===== src/rtl/ppu_px_sink.sv =====
// ppu_px_sink: captures the PPU pixel stream and packs four 2-bit pixels per
// framebuffer byte (first pixel in [7:6]), 40 bytes per line, 144 lines.
// Optional double buffering is enabled with `define PPU_PX_SINK_DBL_BUF_EN.
module ppu_px_sink (
    input  logic        clk,
    input  logic        rst,
    input  logic        LCD_EN,
    input  logic [1:0]  PPU_MODE,
    input  logic [1:0]  PX_OUT,
    input  logic        PX_valid,
    input  logic        ERR_CLR,
    output logic        FB_WR,
    output logic [13:0] FB_ADDR,
    output logic [7:0]  FB_DATA,
    output logic        FRAME_DONE,
    output logic        FB_BANK,
    output logic [7:0]  CUR_LY,
    output logic        ERR_SHORT,
    output logic        ERR_OVERRUN
);

    typedef enum logic [1:0] {
        ST_SYNC      = 2'd0,
        ST_WAIT_LINE = 2'd1,
        ST_CAPTURE   = 2'd2,
        ST_WAIT_VB   = 2'd3
    } state_t;

    localparam logic [1:0] MODE_VBLANK = 2'd1;
    localparam logic [1:0] MODE_DRAW   = 2'd3;

    state_t      state_q, state_d;
    logic [7:0]  col_q, col_d;
    logic [5:0]  pack_q, pack_d;
    logic [7:0]  ly_q, ly_d;
    logic [1:0]  prev_mode_q;
    logic        wr_q, wr_d;
    logic [12:0] addr_q, addr_d;
    logic [7:0]  data_q, data_d;
    logic        done_q, done_d;
    logic        bank_q, bank_d;
    logic        err_short_q, err_short_d;
    logic        err_ovr_q, err_ovr_d;
    logic        set_short, set_ovr;

    logic        vb_entry;
    logic [12:0] line_base;
    logic [12:0] wr_offset;
    logic [7:0]  partial_byte;
    logic        has_partial;

    // V_BLANK is acted on only at its first cycle so a long V_BLANK pulses once
    assign vb_entry    = (PPU_MODE == MODE_VBLANK) && (prev_mode_q != MODE_VBLANK);
    // CUR_LY * 40 as (ly << 5) + (ly << 3)
    assign line_base   = {ly_q, 5'b0} + {2'b0, ly_q, 3'b0};
    // col_q is the count before the current pixel, so col_q/4 is the byte index
    assign wr_offset   = line_base + {7'b0, col_q[7:2]};
    assign has_partial = (col_q[1:0] != 2'd0);

    // left-justify the pixels held in the pack register, zero-padding the tail
    always_comb begin
        case (col_q[1:0])
            2'd1:    partial_byte = {pack_q[1:0], 6'b0};
            2'd2:    partial_byte = {pack_q[3:0], 4'b0};
            2'd3:    partial_byte = {pack_q[5:0], 2'b0};
            default: partial_byte = 8'h00;
        endcase
    end

    // state register and all datapath registers
    always_ff @(posedge clk) begin
        if (rst) begin
            state_q     <= ST_SYNC;
            col_q       <= 8'd0;
            pack_q      <= 6'd0;
            ly_q        <= 8'd0;
            prev_mode_q <= 2'd0;
            wr_q        <= 1'b0;
            addr_q      <= 13'd0;
            data_q      <= 8'd0;
            done_q      <= 1'b0;
            bank_q      <= 1'b0;
            err_short_q <= 1'b0;
            err_ovr_q   <= 1'b0;
        end else begin
            state_q     <= state_d;
            col_q       <= col_d;
            pack_q      <= pack_d;
            ly_q        <= ly_d;
            prev_mode_q <= PPU_MODE;
            wr_q        <= wr_d;
            addr_q      <= addr_d;
            data_q      <= data_d;
            done_q      <= done_d;
            bank_q      <= bank_d;
            err_short_q <= err_short_d;
            err_ovr_q   <= err_ovr_d;
        end
    end

    // next-state logic; LCD off always returns to SYNC
    always_comb begin
        state_d = state_q;
        if (!LCD_EN) begin
            state_d = ST_SYNC;
        end else begin
            case (state_q)
                ST_SYNC: begin
                    if (PPU_MODE == MODE_VBLANK) state_d = ST_WAIT_LINE;
                end
                ST_WAIT_LINE: begin
                    if (!vb_entry && PPU_MODE == MODE_DRAW) state_d = ST_CAPTURE;
                end
                ST_CAPTURE: begin
                    if (vb_entry)
                        state_d = ST_WAIT_LINE;
                    else if (PPU_MODE != MODE_DRAW)
                        state_d = (ly_q == 8'd143) ? ST_WAIT_VB : ST_WAIT_LINE;
                end
                ST_WAIT_VB: begin
                    if (vb_entry) state_d = ST_WAIT_LINE;
                end
                default: state_d = ST_SYNC;
            endcase
        end
    end

    // datapath / output next values: packing, writes, line and frame bookkeeping
    always_comb begin
        col_d     = col_q;
        pack_d    = pack_q;
        ly_d      = ly_q;
        wr_d      = 1'b0;
        addr_d    = addr_q;
        data_d    = data_q;
        done_d    = 1'b0;
        set_short = 1'b0;
        set_ovr   = 1'b0;
        if (!LCD_EN) begin
            col_d  = 8'd0;
            pack_d = 6'd0;
            ly_d   = 8'd0;
        end else begin
            case (state_q)
                ST_SYNC: begin
                    col_d  = 8'd0;
                    pack_d = 6'd0;
                    if (PPU_MODE == MODE_VBLANK) ly_d = 8'd0;
                end
                ST_WAIT_LINE: begin
                    if (vb_entry) begin
                        // frame ended without reaching 144 lines
                        done_d    = 1'b1;
                        ly_d      = 8'd0;
                        set_short = 1'b1;
                    end else if (PPU_MODE == MODE_DRAW) begin
                        col_d  = 8'd0;
                        pack_d = 6'd0;
                    end
                end
                ST_CAPTURE: begin
                    if (PPU_MODE != MODE_DRAW) begin
                        if (has_partial) begin
                            wr_d   = 1'b1;
                            addr_d = wr_offset;
                            data_d = partial_byte;
                        end
                        if (col_q < 8'd160) set_short = 1'b1;
                        col_d  = 8'd0;
                        pack_d = 6'd0;
                        if (vb_entry) begin
                            done_d = 1'b1;
                            ly_d   = 8'd0;
                            if (ly_q != 8'd143) set_short = 1'b1;
                        end else begin
                            ly_d = ly_q + 8'd1;
                        end
                    end else if (PX_valid) begin
                        if (col_q < 8'd160) begin
                            pack_d = {pack_q[3:0], PX_OUT};
                            col_d  = col_q + 8'd1;
                            if (col_q[1:0] == 2'd3) begin
                                wr_d   = 1'b1;
                                addr_d = wr_offset;
                                data_d = {pack_q, PX_OUT};
                            end
                        end else begin
                            set_ovr = 1'b1;
                        end
                    end
                end
                ST_WAIT_VB: begin
                    if (vb_entry) begin
                        done_d = 1'b1;
                        ly_d   = 8'd0;
                    end else if (PPU_MODE == MODE_DRAW) begin
                        set_ovr = 1'b1;
                    end
                end
                default: ;
            endcase
        end
    end

    // sticky flags: a set in the same cycle as a clear wins
    assign err_short_d = (err_short_q & ~ERR_CLR) | set_short;
    assign err_ovr_d   = (err_ovr_q & ~ERR_CLR) | set_ovr;

`ifdef PPU_PX_SINK_DBL_BUF_EN
    // flip after the FRAME_DONE cycle so a frame-end flush stays in the old bank
    assign bank_d = bank_q ^ done_q;
`else
    assign bank_d = 1'b0;
`endif

    assign FB_WR       = wr_q;
    assign FB_ADDR     = {bank_q, addr_q};
    assign FB_DATA     = data_q;
    assign FRAME_DONE  = done_q;
    assign FB_BANK     = bank_q;
    assign CUR_LY      = ly_q;
    assign ERR_SHORT   = err_short_q;
    assign ERR_OVERRUN = err_ovr_q;

endmodule

===== config.mk =====
export PLATFORM = sky130hd
export DESIGN_NAME = ppu_px_sink
export DESIGN_NICKNAME = d
export VERILOG_FILES = /design/src/rtl/ppu_px_sink.sv
export SDC_FILE = /design/constraint.sdc
export NUM_CORES = 1
export LEC_CHECK = 0
export CAP_MARGIN = 40
export CORE_AREA = 4 4 75 77
export DETAILED_ROUTE_END_ITERATION = 16
export DIE_AREA = 0 0 79 81
export PLACE_DENSITY = 0.84
export SYNTH_ARGS = -nofsm -noshare
export SYNTH_HDL_FRONTEND = slang
export SYNTH_SLANG_ARGS = --single-unit

===== constraint.sdc =====
create_clock -name clk -period 3.89 [get_ports clk]
set_input_delay 1.167 -clock clk [delete_from_list [all_inputs] [get_ports clk]]
set_output_delay 1.167 -clock clk [all_outputs]
set_load 0.01 [all_outputs]

==> flow_summary_export.csv <==
group,metric,value,unit
run_status,run_status,"complete, no violations",
sta,slew-limit-headroom,56.81,%
flow_run,cap_violations,0,
die,die_w,79,um
place,dp_hpwl,4892,um
final_layout,multi_input_area,1652,um^2
place,gp_congestion,0.8887,
sta,rsz0062_at_grt,"false",
synthesis,synth_ff_type,"dfxtp_1",
final_layout,final_common_cell,"dfxtp_1",
cts,clkSinkCount,51,
critical_path,crit_path_start,"PPU_MODE[0]",
sta,skew,0.006074,ns
routing,wl,6608,um
hold_path,hold_start,"addr_q[10]$_SDFFE_PP0P_",
cts,cts_tree,"built",
synthesis,yosys.area.top_type,"dfxtp_1",
routing,drt_iter0_markers,139,
synthesis,netlist_instances,323,
synthesis,synth_edf_count,0,
die,dieArea,6399,um^2
cts,clockBufferDepth,2,
routing,vias,2534,
global_routing,antenna_found_initial,0,
cts,hold_buffers,0,
place,dpl_worst_slack,0.6694,ns
routing,viasPerCell,5.852,
synthesis,yosys_warnings,0,
cts,path_clk_slew,0.09,ns
cts,cts_resized,0,
synthesis,synth.area.top_cells,"dfxtp_1, ha_1, nor2_1, a21oi_1, nand2_1",
final_layout,num-fill-cells,437,
cts,post_cts_buffers,0,
sta,fin_crit_sh,76.09,%
die,ios,44,
die,die_h,81,um
final_layout,drive_gt1_share,4.408,%
cts,cts_made_buffers,5,
power,pwr_density_cell,284.5,nW/um^2
sta,finalSetupViolations,0,
die,num_rows,26,
sta,hold_viol,0,
power,p_leak,1.274,nW
sta,fin_setup_tns,0,ns
place,port_buffers,41,
routing,wl_per_cell,15.26,um
synthesis,async_flop_share,0,%
power,ir_drop,184.2,uV
global_routing,grt.total_usage,21.76,%
cts,cts.root.buffer_cell,"clkbuf_8",
sta,fin_crit,2.960,ns
critical_path,rr_startpoint,"CUR_LY[0]$_SDFFE_PP0P_",
sta,setup_ws,0.9301,ns
critical_path,worstPathArrival,3.16,ns
final_layout,layout_common_cells,"dfxtp_1, clkdlybuf4s50_1, nor2_1",
critical_path,worstPathRequired,4.09,ns
die,core_area,5010,um^2
global_routing,grt_pass1_vias,2344,
sta,worst_slew_pin_slew,0.6479,ns
cts,htree_levels,2,
synthesis,synth_seq_cells,51,
final_layout,seq_area,1021,um^2
final_layout,final_nets,400,
synthesis,ys_types,53,
routing,drc_errors,0,
synthesis,synth_top_area_share,36.40,%
critical_path,critPathMaxFanout,11,
synthesis,ys_seq_area_share,36.40,%
place,placed_area,3249,um^2
sta,max_freq,0.3379,GHz
synthesis,synth_area,2805,um^2
final_layout,final_area,3366,um^2
routing,drt_first_pass_iters,4,
cts,clk_latency,0.31,ns
critical_path,cp-end-kind,"register",
global_routing,grt_pass1_wl,11000,um
global_routing,grt_overflow,0,
hold_path,hold_class,"reg2reg",
synthesis,syn_area_per_cell,8.685,um^2
die,start_util,55.99,%
sta,holdWs,0.4546,ns
routing,ant_nets,0,
final_layout,postLayoutCoreUtil,67.18,%
final_layout,syn_to_final_growth,19.98,%
sta,finalMaxSlewViolations,0,
critical_path,start_kind,"input pin",
final_layout,n_antenna_cell,0,
global_routing,grt_max_degree,30,
critical_path,crit_type,"in2reg",
path summary, 6_finish.rpt:
kind	end	slack (ns)	cells past startpoint
worst max-delay path	FB_DATA[6]$_SDFFE_PP0P_	0.93	7
worst min-delay path	addr_q[10]$_SDFFE_PP0P_	0.45	2
worst max register to register	addr_q[12]$_SDFFE_PP0P_	1.21	8
worst min register to register	addr_q[10]$_SDFFE_PP0P_	0.45	2
per-layer routing:
layer | share of wire [%] | up-vias | track usage, %
met5 | 0 | - | 0
met4 | 1.5 | 0 | 7.216
met3 | 5.9 | 10 | 4.435
met2 | 49 | 81 | 36.20
met1 | 44 | 1207 | 28.33
li1 | - | 1236 | -
synth_stat cells (4+ instances only):
cell type and n:
dfxtp_1 51, nor2_1 34, nand2_1 28, ha_1 27, a21oi_1 25, inv_1 13, nand3_1 12, nor3_1 9
xnor2_1 8, a211oi_1 7, a22oi_1 7, nand2b_1 7, o21ai_0 6, a21o_1 5, clkbuf_1 5, nand3b_1 5
nand4_1 5, a22o_1 4, and3_1 4, buf_2 4, nor2b_1 4, nor4_1 4, o211ai_1 4
worst max-delay path: stages:
cell,delay [ns]
clkdlybuf4s50_1,0.75
and3_1,0.25
a31oi_1,0.11
or2_1,0.34
buf_4,0.22
a221oi_1,0.24
nor3_1,0.08
cell families (layout without fill, tap and decap cells):
| family | count (synthesis) | in the layout | synth area share (%) |
|---|---|---|---|
| other | 1 | 2 | 0.1337 |
| muxes | 1 | 1 | 0.3568 |
| buffers and inverters | 27 | 66 | 4.862 |
| AOI/OAI and AO/OA | 81 | 81 | 19.94 |
| and+or+nand+nor | 124 | 124 | 22.03 |
| DFF | 51 | 51 | 36.40 |
| adders and majority gates | 29 | 29 | 13.47 |
| xor gates and xnor gates | 9 | 9 | 2.810 |
sequential cells by signal, summed over array words and instances (netlist names):
register	flops
FRAME_DONE	1
FB_DATA	8
state_q	2
prev_mode_q	2
pack_q	6
ERR_SHORT	1
CUR_LY	8
FB_WR	1
col_q	8
addr_q	13
ERR_OVERRUN	1
final cells by class:
type | instances | share of cell area (%)
multi-input combinational | 246 | 49.07
sequential | 51 | 30.33
timing repair buffer | 45 | 13.09
tap | 70 | 2.602
clock buffer | 5 | 2.045
inverter | 13 | 1.450
clock inverter | 3 | 1.413
power breakdown:
part / internal (mW) / leakage [nW] / switching (mW)
logic: 0.0199 / 0.804 / 0.0358
clock network: 0.195 / 0.0587 / 0.181
registers: 0.524 / 0.411 / 0.00213
total: 0.739 / 1.27 / 0.219
stage by stage:
stage / instances / total power, mW
finish: 433 / 0.9577
global route: 433 / 0.9955
CTS: 433 / 0.9664
detailed placement: 425 / 0.5925
global placement: 425 / 0.5907
floorplan: 324 / 0.5753
Note: power is estimated with default switching activity, not from simulation.
